`config.mk`:
```
export PLATFORM = sky130hd
export DESIGN_NAME = branch_resolve_unit
export DESIGN_NICKNAME = d
export VERILOG_FILES = /design/src/rtl/branch_resolve_unit_pkg.sv /design/src/rtl/branch_resolve_unit_sat_counter2.sv /design/src/rtl/branch_resolve_unit.sv
export SDC_FILE = /design/constraint.sdc
export NUM_CORES = 1
export LEC_CHECK = 0
export ABC_AREA = 1
export ABC_CLOCK_PERIOD_IN_PS = 5460
export BUFFER_PORTS_ARGS = -buffer_cell sky130_fd_sc_hd__buf_2
export CORE_MARGIN = 2
export CORE_UTILIZATION = 52
export DETAILED_ROUTE_END_ITERATION = 7
export GPL_TIMING_DRIVEN = 0
export PLACE_DENSITY = 0.86
export SLEW_MARGIN = 10
export SYNTH_ARGS = -nofsm -noshare
export SYNTH_HDL_FRONTEND = slang
export SYNTH_HIERARCHICAL = 1
export SYNTH_SLANG_ARGS = --single-unit
```
`constraint.sdc`:
```
create_clock -name Clk -period 5.46 [get_ports Clk]
set_input_delay 0.273 -clock Clk [delete_from_list [all_inputs] [get_ports Clk]]
set_output_delay 0.273 -clock Clk [all_outputs]
set_load 0.01 [all_outputs]
```
`src/rtl/branch_resolve_unit_pkg.sv`:
```
// branch_resolve_unit_pkg: FSM states, 2-bit counter encodings and the saturating-counter helper
package branch_resolve_unit_pkg;
    typedef enum logic {IDLE = 1'b0, UPDATE = 1'b1} brs_state_t;
    localparam logic [1:0] CB_SNT = 2'b00;
    localparam logic [1:0] CB_WNT = 2'b01;
    localparam logic [1:0] CB_WT = 2'b10;
    localparam logic [1:0] CB_ST = 2'b11;
    localparam logic [1:0] ALLOC_CB_DEFAULT = CB_WT;
    function automatic logic [1:0] sat_next(input logic [1:0] cb, input logic up);
        return up ? ((cb == CB_ST) ? CB_ST : cb + 2'd1) : ((cb == CB_SNT) ? CB_SNT : cb - 2'd1);
    endfunction
endpackage

```
`src/rtl/branch_resolve_unit_sat_counter2.sv`:
```
// sat_counter2: next value of a 2-bit up/down saturating predictor counter
module sat_counter2
    import branch_resolve_unit_pkg::*;
(
    input  logic [1:0] i_cb,
    input  logic       i_up,
    output logic [1:0] o_cb
);
    assign o_cb = sat_next(i_cb, i_up);
endmodule

```
`src/rtl/branch_resolve_unit.sv`:
```
// branch_resolve_unit: resolves EX branches, drives PC redirect/flush and predict-cache updates
module branch_resolve_unit
    import branch_resolve_unit_pkg::*;
#(
    parameter int         ADDR_W   = 32,
    parameter int         CNT_W    = 16,
    parameter logic [1:0] ALLOC_CB = ALLOC_CB_DEFAULT
) (
    input  logic              Clk,
    input  logic              Rst,
    input  logic              EX_Valid,
    input  logic              EX_Stall,
    input  logic              IsJump,
    input  logic              CondTaken,
    input  logic [ADDR_W-1:0] TargetAddr,
    input  logic [ADDR_W-1:0] BrInstrAddr,
    input  logic [ADDR_W-1:0] SeqPC,
    input  logic              PredHit,
    input  logic              PCSource,
    input  logic [ADDR_W-1:0] Predict,
    input  logic [1:0]        CB,
    output logic [ADDR_W-1:0] JmpAddr,
    output logic [ADDR_W-1:0] JmpInstrAddr,
    output logic              WriteEnable,
    output logic [1:0]        CB_o,
    output logic              FlushPipeandPC,
    output logic              BruBusy,
    output logic [CNT_W-1:0]  BranchCount,
    output logic [CNT_W-1:0]  MispredictCount
);
    brs_state_t        r_state;
    logic [ADDR_W-1:0] r_jmp_addr, r_jmp_instr_addr, r_pend_data;
    logic [1:0]        r_cb;
    logic              r_we, r_flush, r_busy;
    logic [CNT_W-1:0]  r_br_cnt, r_mis_cnt;
    logic              w_accept, w_taken, w_mispredict, w_write, w_split;
    logic [ADDR_W-1:0] w_actual, w_wdata;
    logic [1:0]        w_cb_upd, w_cb_new;

    sat_counter2 u_sat (.i_cb(CB), .i_up(w_taken), .o_cb(w_cb_upd));

    assign w_accept     = EX_Valid & ~EX_Stall & (r_state == IDLE);
    assign w_taken      = IsJump | CondTaken;
    assign w_actual     = w_taken ? TargetAddr : SeqPC;
    assign w_mispredict = (PCSource != w_taken) | (PCSource & w_taken & (Predict != TargetAddr));
    assign w_write      = PredHit | w_taken;
    assign w_wdata      = w_taken ? TargetAddr : Predict;
    assign w_cb_new     = PredHit ? w_cb_upd : ALLOC_CB;
    // Only a not-taken mispredict on a hit needs SeqPC and Predict on JmpAddr at once.
    assign w_split      = w_mispredict & w_write & (w_wdata != w_actual);

    // In the split case JmpInstrAddr and CB_o already hold the write index/value for UPDATE.
    always_ff @(posedge Clk or posedge Rst) begin
        if (Rst) begin
            r_state          <= IDLE;
            r_jmp_addr       <= '0;
            r_jmp_instr_addr <= '0;
            r_pend_data      <= '0;
            r_cb             <= '0;
            r_we             <= 1'b0;
            r_flush          <= 1'b0;
            r_busy           <= 1'b0;
            r_br_cnt         <= '0;
            r_mis_cnt        <= '0;
        end else begin
            r_we    <= 1'b0;
            r_flush <= 1'b0;
            r_busy  <= 1'b0;
            if (r_state == UPDATE) begin
                r_state    <= IDLE;
                r_we       <= 1'b1;
                r_busy     <= 1'b1;
                r_jmp_addr <= r_pend_data;
            end else if (w_accept) begin
                r_br_cnt         <= r_br_cnt + CNT_W'(1);
                r_mis_cnt        <= r_mis_cnt + CNT_W'(w_mispredict);
                r_flush          <= w_mispredict;
                r_we             <= w_write & ~w_split;
                r_jmp_addr       <= (w_write & ~w_split) ? w_wdata : w_actual;
                r_jmp_instr_addr <= BrInstrAddr;
                r_cb             <= w_cb_new;
                r_pend_data      <= Predict;
                r_state          <= w_split ? UPDATE : IDLE;
            end
        end
    end

    assign JmpAddr         = r_jmp_addr;
    assign JmpInstrAddr    = r_jmp_instr_addr;
    assign WriteEnable     = r_we;
    assign CB_o            = r_cb;
    assign FlushPipeandPC  = r_flush;
    assign BruBusy         = r_busy;
    assign BranchCount     = r_br_cnt;
    assign MispredictCount = r_mis_cnt;
endmodule

```
## Yosys cells after proc, flatten, opt, wreduce, memory -nomap -nowiden

Index checks and enable logic that the tools add are counted.
W data, S select, Z words.

- Register bits: 134
- Bits in latches: 0
- RAM bits: 0
- Bits in read-only memories: 0
- Input port bits: 138
- Output and inout bits: 101
- Memories kept: 0

- Add/subtract/negate cells: 4
- $mul: 0
- Divide/modulo/power cells: 0
- Magnitude comparators: 0
- Equality and inequality tests: 4
- Shift operators: 0
- Multiplexer cells: 17
- Bitwise operators: 13
- Reduce and logical (&&, ||, !) cells: 3

Operators by type and width:

| kind | number |
|---|---|
| $mux W32 | 5 |
| $ne A32 B32 Y1 | 2 |
| $add A16 B1 Y16 | 1 |
| $add A16 B1 Y16 const B | 1 |
| $mux W1 | 8 |
| $mux W2 | 4 |
| $and A1 B1 Y1 | 7 |
| $not A1 Y1 | 3 |
| $or A1 B1 Y1 | 3 |
| $add A2 B1 Y2 const B | 1 |
| $eq A2 B2 Y1 const B | 1 |
| $logic_not A2 Y1 | 1 |
| $reduce_and A2 Y1 | 1 |
| $reduce_bool A2 Y1 | 1 |
| $sub A2 B1 Y2 const B | 1 |
| $ne A1 B1 Y1 | 1 |

## Logic depth before layout (Yosys ltp)

Gate-level depths: netlist (run 1).

- Depth in word-level cells: 11
- Mapped depth: 21
- Mapped depth without buffers: 21

## Cells and area by module

Netlist (run 1), hierarchy kept.

Modules (own cells, without submodules):

| module | times used | cells each | area each (um^2) |
|---|---|---|---|
| branch_resolve_unit | 1 | 1145 | 7868.8 |
| sat_counter2 | 1 | 6 | 25.0 |

## Least setup slack after synthesis (run 1)

OpenSTA, ideal clock, no wires.

- Kind: in2reg
- Start point: in IsJump
- End point: reg r_mis_cnt[13] (netlist: MispredictCount[13])
- Setup time: 0.118 ns
- Arrival time: 2.226 ns
- Data required time: 5.342 ns
- Setup slack: 3.116 ns
- Cell stages on the path: 17
- Buffers on the path: 1
- Cell sequence: inv_1 > nand2_1 > buf_2 > ha_1 > inv_1 > nand2_1 > ha_1 > nand2_1 > nor2_1 > nand2_1 > nor2_1 > nand3_1 > nor3_1 > nand3_1 > nor2_1 > xor2_1 > inv_1

- Word-level cells in the longest chain between the ends: 5
- Elaborated cells between the ends (all ways): 6
- Classes of those cells: add/sub (1); eq/ne (1); bitwise (4)

RTL lines:

| what | RTL line | text |
|---|---|---|
| start, declared | branch_resolve_unit.sv:13 | `input logic IsJump,` |
| $or A1 B1 Y1 (*) | branch_resolve_unit.sv:43 | `assign w_taken = IsJump \| CondTaken;` |
| $and A1 B1 Y1 (2 in series) | branch_resolve_unit.sv:45 | `assign w_mispredict = (PCSource != w_taken) \| (PCSource & w_taken & (Predict != TargetAddr));` |
| $or A1 B1 Y1 (*) | branch_resolve_unit.sv:45 |  |
| $add A16 B1 Y16 (*) | branch_resolve_unit.sv:76 | `r_mis_cnt <= r_mis_cnt + CNT_W'(w_mispredict);` |
| end signal, assigned | branch_resolve_unit.sv:76 |  |
| end, declared | branch_resolve_unit.sv:35 | `logic [CNT_W-1:0] r_br_cnt, r_mis_cnt;` |

Mark *: on every way between the ends. The rest lies on a longest branch, timed or not.
A chain may end at the register's enable or synchronous reset.

## Worst setup path in the final report (run 1)

- Start point: in CondTaken
- End point: reg r_mis_cnt[13] (netlist: MispredictCount[13])

- Word-level cells in the longest chain between the ends: 5
- Elaborated cells between the ends (all ways): 6
- Classes of those cells: add/sub (1); eq/ne (1); bitwise (4)

RTL lines:

| what | RTL line | text |
|---|---|---|
| start, declared | branch_resolve_unit.sv:14 | `input logic CondTaken,` |
| $or A1 B1 Y1 (*) | branch_resolve_unit.sv:43 |  |
| $and A1 B1 Y1 (2 in series) | branch_resolve_unit.sv:45 |  |
| $or A1 B1 Y1 (*) | branch_resolve_unit.sv:45 |  |
| $add A16 B1 Y16 (*) | branch_resolve_unit.sv:76 |  |

Marked as above.

==> results by group, run 1 <==
Clocking
  – Root buf cell: clkbuf_16
  – Post-CTS Setup Inserts: 0
  – CTS Buf Count: 17
  – Worst-Skew Late Latency: 0.43 ns
  – Max Root-Sink Buffers: 2
  – CTS tree: built
  – H-tree depth: 4
  – Reg clk slew, reported paths: 0.07 ns
  – Clk sink count: 134

Setup path
  – WP data required: 5.78 ns
  – Worst Path Max Fanout: 10
  – Crit path launch type: primary input
  – Worst Setup End Kind: register
  – Most numerous cell on the critical path: nand2_1
  – Setup CP Type: in2reg
  – Levels on crit path: 18
  – CP bufs+invs: 5
  – Crit path DAT: 2.94 ns
  – CP peak stage delay: 0.30 ns
  – Crit path max-delay cell type: ha_1
  – CP top delay family: simple AND/OR/NAND/NOR gates
  – R2R depth: 9
  – Cell Chain, Critical Path: buf_2 > inv_1 > nand2_1 > buf_2 > ha_1 > inv_1 > nand2_1 > ha_1 > nand2_1 > nor2_1 > nand2_1 > nor2_1 > nand3_1 > nor3_1 > nand3_1 > nor2_1 > xor2_1 > inv_1

Place
  – Gpl congestion: 0.934
  – HPWL after detailed placement: 18200 microns
  – Port bufs: 238
  – Area after DPL: 9350 sq um

Logic synthesis
  – Area contributors post-synth: dfrtp_1 (42%), nand2_1 (20%), nand3_1 (8.3%)
  – YS warnings: 6
  – Largest area contributor in the netlist: dfrtp_1
  – Post-Syn Area: 7890 sq um
  – Mean Syn Cell Area: 6.86 sq um
  – Synth Register Bits: 134
  – Top cell type's share of synthesized area: 0.425
  – Net Count, Synth: 1293
  – Cells after synthesis: 1151
  – Post-synthesis sequential area ratio: 0.425
  – Cell variety after synth: 25

Global routing
  – Overflow after GRT: 0
  – Initial antenna violation count: 2
  – Total Routing Usage GR: 0.308
  – Vias in the first global route: 8250
  – First-pass GRT wire length: 39800 microns
  – Largest net degree at the start of global routing: 80

Power
  – Net switching power: 1.07 mW
  – Internal power: 2.05 mW
  – Final total power: 3.13 mW
  – Switching share of power: 0.343
  – Comb power frac: 0.246
  – Worst-case vdd ir drop: 0.000254 V
  – Reg power frac: 0.403
  – Leakage Power: 5.63 nW
  – Power per cell area: 315 nW/um^2
  – Power share of the clock group: 0.350

STA
  – WHS: 0.0397 ns
  – Hold Fails Final Rpt: 0
  – Slew @ Worst Pin: 0.618 ns
  – Slew HR: 0.588
  – Final setup vio count: 0
  – Final worst path period share: 0.480
  – Pins Over Slew Limit: 0
  – Crit path time final: 2.62 ns
  – Unrepaired setup endpoints after global routing: no
  – Peak Freq: 381 MHz
  – Setup tns final: 0 ns
  – Clock skew: 0.00931 ns

Detailed routing
  – Routed WL: 24500 microns
  – Via count: 8566
  – Antenna violation net count after detailed routing: 0
  – Wirelength per Cell: 15.2 microns
  – Via density: 5.31
  – Initial DRC Count: 702
  – DRC violations left: 0
  – Pre-Repair DR Iteration Count: 6

Final layout
  – Area growth from synthesis to layout: 25.8%
  – Most frequent cells in the layout: nand2_1 (418), buf_2 (250), inv_1 (161)
  – Final net count: 1552
  – Layout cells sized above 1: 0.206
  – Post-layout util: 0.661
  – Design area: 9930 sq um
  – Commonest non-fill, non-tap cell in the layout: nand2_1

Status
  – Status: complete, no violations

Floorplan
  – Vert. Die Dim: 127 microns
  – Cell Rows: 45
  – DIE WIDTH: 127 microns
  – DIE AREA: 16200 sq um
  – Initial Util: 0.525
  – I/O pin total: 239
  – Core area: 15000 sq um

Min path
  – HP Class: in2reg
  – Min-Delay Path Depth: 3

Flow run
  – Max Cap Viol: 0
-- layer usage --
metal  GRT usage  vias up  wire length [microns]
met5           0        -                      7
met3      0.0515       67                   2480
met1       0.393     3892                   9720
li1            -     4097                      -
met2       0.522      508                  11700
met4       0.129        2                    682
-- Yosys cell counts (all sizes together) --
library cell and instances:
nand2 419, inv 162, dfrtp 134, nand3 132, o21ai 126, nor2 42
clkbuf 34, xnor2 34, buf 21, xor2 15, a21oi 9, o21bai 6
nor3 5, ha 4, nand4 4, a21o 1, nand3b 1, nor4 1
or2 1
-- flip-flops by register name, indices dropped and copies added, names as in the netlist --
name             count
BranchCount         16
JmpAddr             32
CB_o                 2
r_state              1
MispredictCount     16
BruBusy              1
JmpInstrAddr        32
r_pend_data         32
FlushPipeandPC       1
WriteEnable          1
-- path summary, 6_finish.rpt --
kind	from	slack [ns]	endpoint
min in group asynchronous	Rst	0.47	BranchCount[6]
worst min register to register	r_state	0.43	BruBusy
max in group asynchronous	Rst	4.22	r_pend_data[17]
worst max-delay path	CondTaken	2.84	MispredictCount[13]
worst min-delay path	BrInstrAddr[10]	0.04	JmpInstrAddr[10]
worst max register to register	r_state	3.31	BranchCount[13]
-- worst min-delay path: cells and delay by family --
| kind | cells | cell delay, ns |
|---|---|---|
| simple gates | 2 | 0.09 |
| buf+inv | 1 | 0.07 |
-- power by group through the flow --
stage	combinational (mW)	sequential, mW	clock, mW
final	0.770	1.26	1.09
after floorplan	0.376	1.32	0
after detailed placement	0.760	1.27	0
after global routing	0.863	1.28	1.15
after global placement	0.736	1.27	0
after CTS	0.766	1.26	1.10
-- final cells by class --
type	count	area, sq um
Multi-Input combinational cell	800	3680
Buffer	55	251
Tap cell	188	235
Sequential cell	134	3350
Antenna cell	2	5.00
Clock buffer	17	425
Clock inverter	15	140
Timing Repair Buffer	240	1230
Inverter	162	613
Fill cell	1294	5100
-- logic make-up after synthesis --
group           after synthesis  share of synthesized area
simple gates                605                      0.313
buf+inv                     217                      0.109
compound gates              142                     0.0922
flops                       134                      0.425
xor+xnor                     49                     0.0544
fa+ha+maj                     4                    0.00634
-- stage by stage --
| step | std cells | setup WS [ns] |
|---|---|---|
| after floorplan | 1151 | 1.60 |
| after detailed placement | 1578 | 2.43 |
| after global routing | 1612 | 2.57 |
| after global placement | 1577 | 0.126 |
| after CTS | 1611 | 2.84 |
| final | 1613 | 2.84 |
-- timing repair --
action                                  CTS  global route
gates resized for setup                   0             0
hold endpoints to repair                 55             0
endpoints found under the setup margin    0             0
hold buffers                              1             0
(Power assumes the default switching activity.)
==> run 2: changes to the inputs <==
--- a/config.mk
+++ b/config.mk
@@ -5,14 +5,14 @@
 export SDC_FILE = /design/constraint.sdc
 export NUM_CORES = 1
 export LEC_CHECK = 0
-export ABC_AREA = 1
-export ABC_CLOCK_PERIOD_IN_PS = 5460
+export ABC_AREA = 0
+export ABC_CLOCK_PERIOD_IN_PS = 2400
 export BUFFER_PORTS_ARGS = -buffer_cell sky130_fd_sc_hd__buf_2
 export CORE_MARGIN = 2
-export CORE_UTILIZATION = 52
+export CORE_UTILIZATION = 46
 export DETAILED_ROUTE_END_ITERATION = 7
 export GPL_TIMING_DRIVEN = 0
-export PLACE_DENSITY = 0.86
+export PLACE_DENSITY = 0.82
 export SLEW_MARGIN = 10
 export SYNTH_ARGS = -nofsm -noshare
 export SYNTH_HDL_FRONTEND = slang
==> constraint.sdc (replaced) <==
create_clock -name Clk -period 2.4 [get_ports Clk]
set_input_delay 0.12 -clock Clk [delete_from_list [all_inputs] [get_ports Clk]]
set_output_delay 0.12 -clock Clk [all_outputs]
set_load 0.01 [all_outputs]
==> results by group, run 2 <==
Status
  – Status: complete, no violations

Logic synthesis
  – Commonest cells in the netlist: nand2_1 (251), dfrtp_1 (134), o21ai_0 (97)
  – Multiplexer share of the synthesized area: 0.0441 (+0.0441)
  – Most numerous cell in the Yosys netlist: nand2_1
  – Synth Area in Adders: 0.0100 (+0.00366)
  – Post-synthesis compound-gate area fraction: 0.143 (+0.0503)
  – Net Count, Synth: 978 (-24%)
  – Post-synthesis sequential area ratio: 0.462 (+0.0373)
  – Simple-gate portion of the synthesized area: 0.187 (-0.126)
  – Largest family of logic cells by synthesized area: simple AND/OR/NAND/NOR gates
  – Ys flop type: dfrtp_1
  – Cell variety after synth: 34 (+36%)
  – Synth Register Bits: 134 (unchanged)
  – Post-synth EDFFs: 0 (unchanged)
  – Top cell type's share of synthesized area: 0.462 (+0.0373)
  – Mean Syn Cell Area: 8.68 sq um (+27%)
  – YS warnings: 6 (unchanged)
  – Cells after synthesis: 836 (-27%)
  – Post-Syn Area: 7260 sq um (-8.1%)
  – Ys async rst share: 1.00 (unchanged)
  – Synth Area in XOR/XNOR: 0.106 (+0.0518)
  – Area contributors post-synth: dfrtp_1 (46%), nand2_1 (13%), xnor2_1 (7.2%)
  – Largest area contributor in the netlist: dfrtp_1

Setup path
  – CP top delay family: buffers and inverters
  – Most numerous cell on the critical path: o21ai_0
  – CP peak stage delay: 0.56 ns (+0.26 ns)
  – WP data required: 2.74 ns (-3.04 ns)
  – Worst Path Max Fanout: 10 (unchanged)
  – CP bufs+invs: 3 (-2)
  – Crit path max-delay cell type: clkbuf_1
  – Cell Chain, Critical Path: buf_2 > buf_1 > clkbuf_1 > nand2_1 > o21ai_0 > o21ai_0 > mux2i_1
  – Crit path launch type: register
  – Setup CP Type: reg2reg
  – Worst Setup End Kind: register
  – Crit path DAT: 2.62 ns (-0.32 ns)

Flow run
  – Max Cap Viol: 0 (unchanged)

Clocking
  – Reg clk slew, reported paths: 0.06 ns (about the same)
  – CTS tree: built
  – Root buf cell: clkbuf_16
  – Clk sink count: 134 (unchanged)
  – H-tree depth: 4 (unchanged)
  – Worst-Skew Late Latency: 0.42 ns (about the same)
  – CTS Buf Count: 17 (unchanged)
  – Max Root-Sink Buffers: 2 (unchanged)

Detailed routing
  – Pre-Repair DR Iteration Count: 6 (unchanged)
  – Antenna violation net count after detailed routing: 0 (unchanged)
  – DRC violations left: 0 (unchanged)
  – Wirelength per Cell: 18.1 microns (+19%)
  – Routed WL: 25200 microns (+2.6%)
  – Via count: 7795 (-9.0%)
  – Initial DRC Count: 801 (+14%)
  – Via density: 5.62 (+5.8%)

Final layout
  – Footprint of the multi-input gates: 3590 sq um (-2.4%)
  – Design area: 10100 sq um (+1.6%)
  – Most frequent cells in the layout: nand2_1 (251), buf_2 (244), dfrtp_1 (134)
  – Area growth from synthesis to layout: 39.1%
  – Fillers: 1258 (-2.8%)
  – Layout cells sized above 1: 0.253 (+0.0473)
  – FF+latch area: 3350 sq um (unchanged)
  – Final net count: 1304 (-16%)
  – Post-layout util: 0.659 (-0.00161)
  – Non-filler cells, final: 1388 (-14%)
  – Commonest non-fill, non-tap cell in the layout: nand2_1

Floorplan
  – I/O pin total: 239 (unchanged)
  – Initial Util: 0.474 (-0.0512)
  – Vert. Die Dim: 130 microns (+1.9%)
  – DIE AREA: 16800 sq um (+3.8%)
  – DIE WIDTH: 130 microns (+1.9%)
  – Cell Rows: 45 (unchanged)
  – Core area: 15300 sq um (+1.9%)

Place
  – Dpl ws: -0.580 ns (-3.02 ns)
  – Area after DPL: 8800 sq um (-6.0%)
  – Gpl congestion: 0.906 (-3.0%)
  – Port bufs: 238 (unchanged)
  – Dpl cells: 1289 (-18%)
  – HPWL after detailed placement: 17200 microns (-5.5%)

Power
  – Worst-case vdd ir drop: 0.000590 V (+130%)
  – Final total power: 7.57 mW (+140%)
  – Power per cell area: 749 nW/um^2 (+140%)
  – Leakage Power: 4.98 nW (-12%)

Global routing
  – Total Routing Usage GR: 0.297 (-0.0107)
  – First-pass GRT wire length: 38500 microns (-3.2%)
  – Initial antenna violation count: 2 (unchanged)
  – Overflow after GRT: 0 (unchanged)
  – Largest net degree at the start of global routing: 38 (-53%)
  – Vias in the first global route: 7557 (-8.4%)

STA
  – Hold Fails Final Rpt: 0 (unchanged)
  – Final worst path period share: 0.949
  – Pins Over Slew Limit: 0 (unchanged)
  – Clock skew: 0.00888 ns (-0.000437 ns)
  – Slew @ Worst Pin: 0.673 ns (+0.0550 ns)
  – Crit path time final: 2.28 ns
  – Peak Freq: 439 MHz
  – WHS: 0.0223 ns (-0.0175 ns)
  – Final setup vio count: 0 (unchanged)
  – Final worst slack: 0.123 ns (-2.71 ns)
  – Slew HR: 0.551 (-0.0367)
  – Setup tns final: 0 ns (unchanged)

Min path
  – HP Class: in2reg
[run 2: cell types whose count changed after synthesis, sizes merged, moves of 26 or more]
| cell | delta |
|---|---|
| a221oi | +33 |
| inv | -121 |
| mux2i | +32 |
| nand2 | -168 |
| nand3 | -124 |
| o21ai | -29 |
| o22ai | +32 |
| xnor2 | +26 |
[run 2: final timing paths]
check / start / end / slack, ns / depth (start not counted)
worst min register to register: r_state / BruBusy / 0.37 / 0
worst min-delay path: IsJump / r_state / 0.02 / 4
max in group asynchronous: Rst / JmpInstrAddr[19] / 1.49 / 5
worst max register to register: r_state / JmpAddr[12] / 0.12 / 7
worst max-delay path: r_state / JmpAddr[12] / 0.12 / 7
min in group asynchronous: Rst / JmpAddr[11] / 0.20 / 3
[run 2: cell families after synthesis]
logic type               after synthesis
AO/OA/AOI/OAI                        168
XOR/XNOR                              88
adder cells (fa/ha/maj)                6
buffers and inverters                 85
flip-flops                           134
multiplexers                          32
AND/OR/NAND/NOR                      323
[run 2: layout make-up]
cell class                      instances  share of cell area
Multi-Input combinational cell        617               0.356
Sequential cell                       134               0.332
Timing Repair Buffer                  308               0.191
Clock buffer                           18              0.0435
Tap cell                              211              0.0262
Buffer                                 42              0.0186
Inverter                               42              0.0161
Clock inverter                         12              0.0154
Antenna cell                            4            0.000992
[run 2: per-layer routing]
layer / part of all wire / vias up / global-route usage
li1: - / 3506 / -
met2: 0.46 / 557 / 0.472
met3: 0.12 / 88 / 0.0962
met5: 0 / - / 0
met4: 0.038 / 0 / 0.127
met1: 0.38 / 3644 / 0.375
[run 2: worst reg2reg max path, cell delays in order (launching register included)]
cell and delay [ns]:
dfrtp_1 0.33, buf_2 0.22, buf_1 0.48, clkbuf_1 0.56
nand2_1 0.14, o21ai_0 0.17, o21ai_0 0.17, mux2i_1 0.14
[run 2: what timing repair did]
item                                    CTS  global route
hold endpoints to repair                134             0
resized for setup                         2             7
setup buffers                             0             1
hold buffers                             65             0
pin swaps                                 0             2
endpoints found under the setup margin    6            10
[run 2: power by group]
part	leakage, nW	internal (mW)	switching, mW
registers	1.66	2.64	0.358
logic	3.04	0.835	1.05
clock network	0.276	1.65	1.03
total	4.98	5.13	2.44
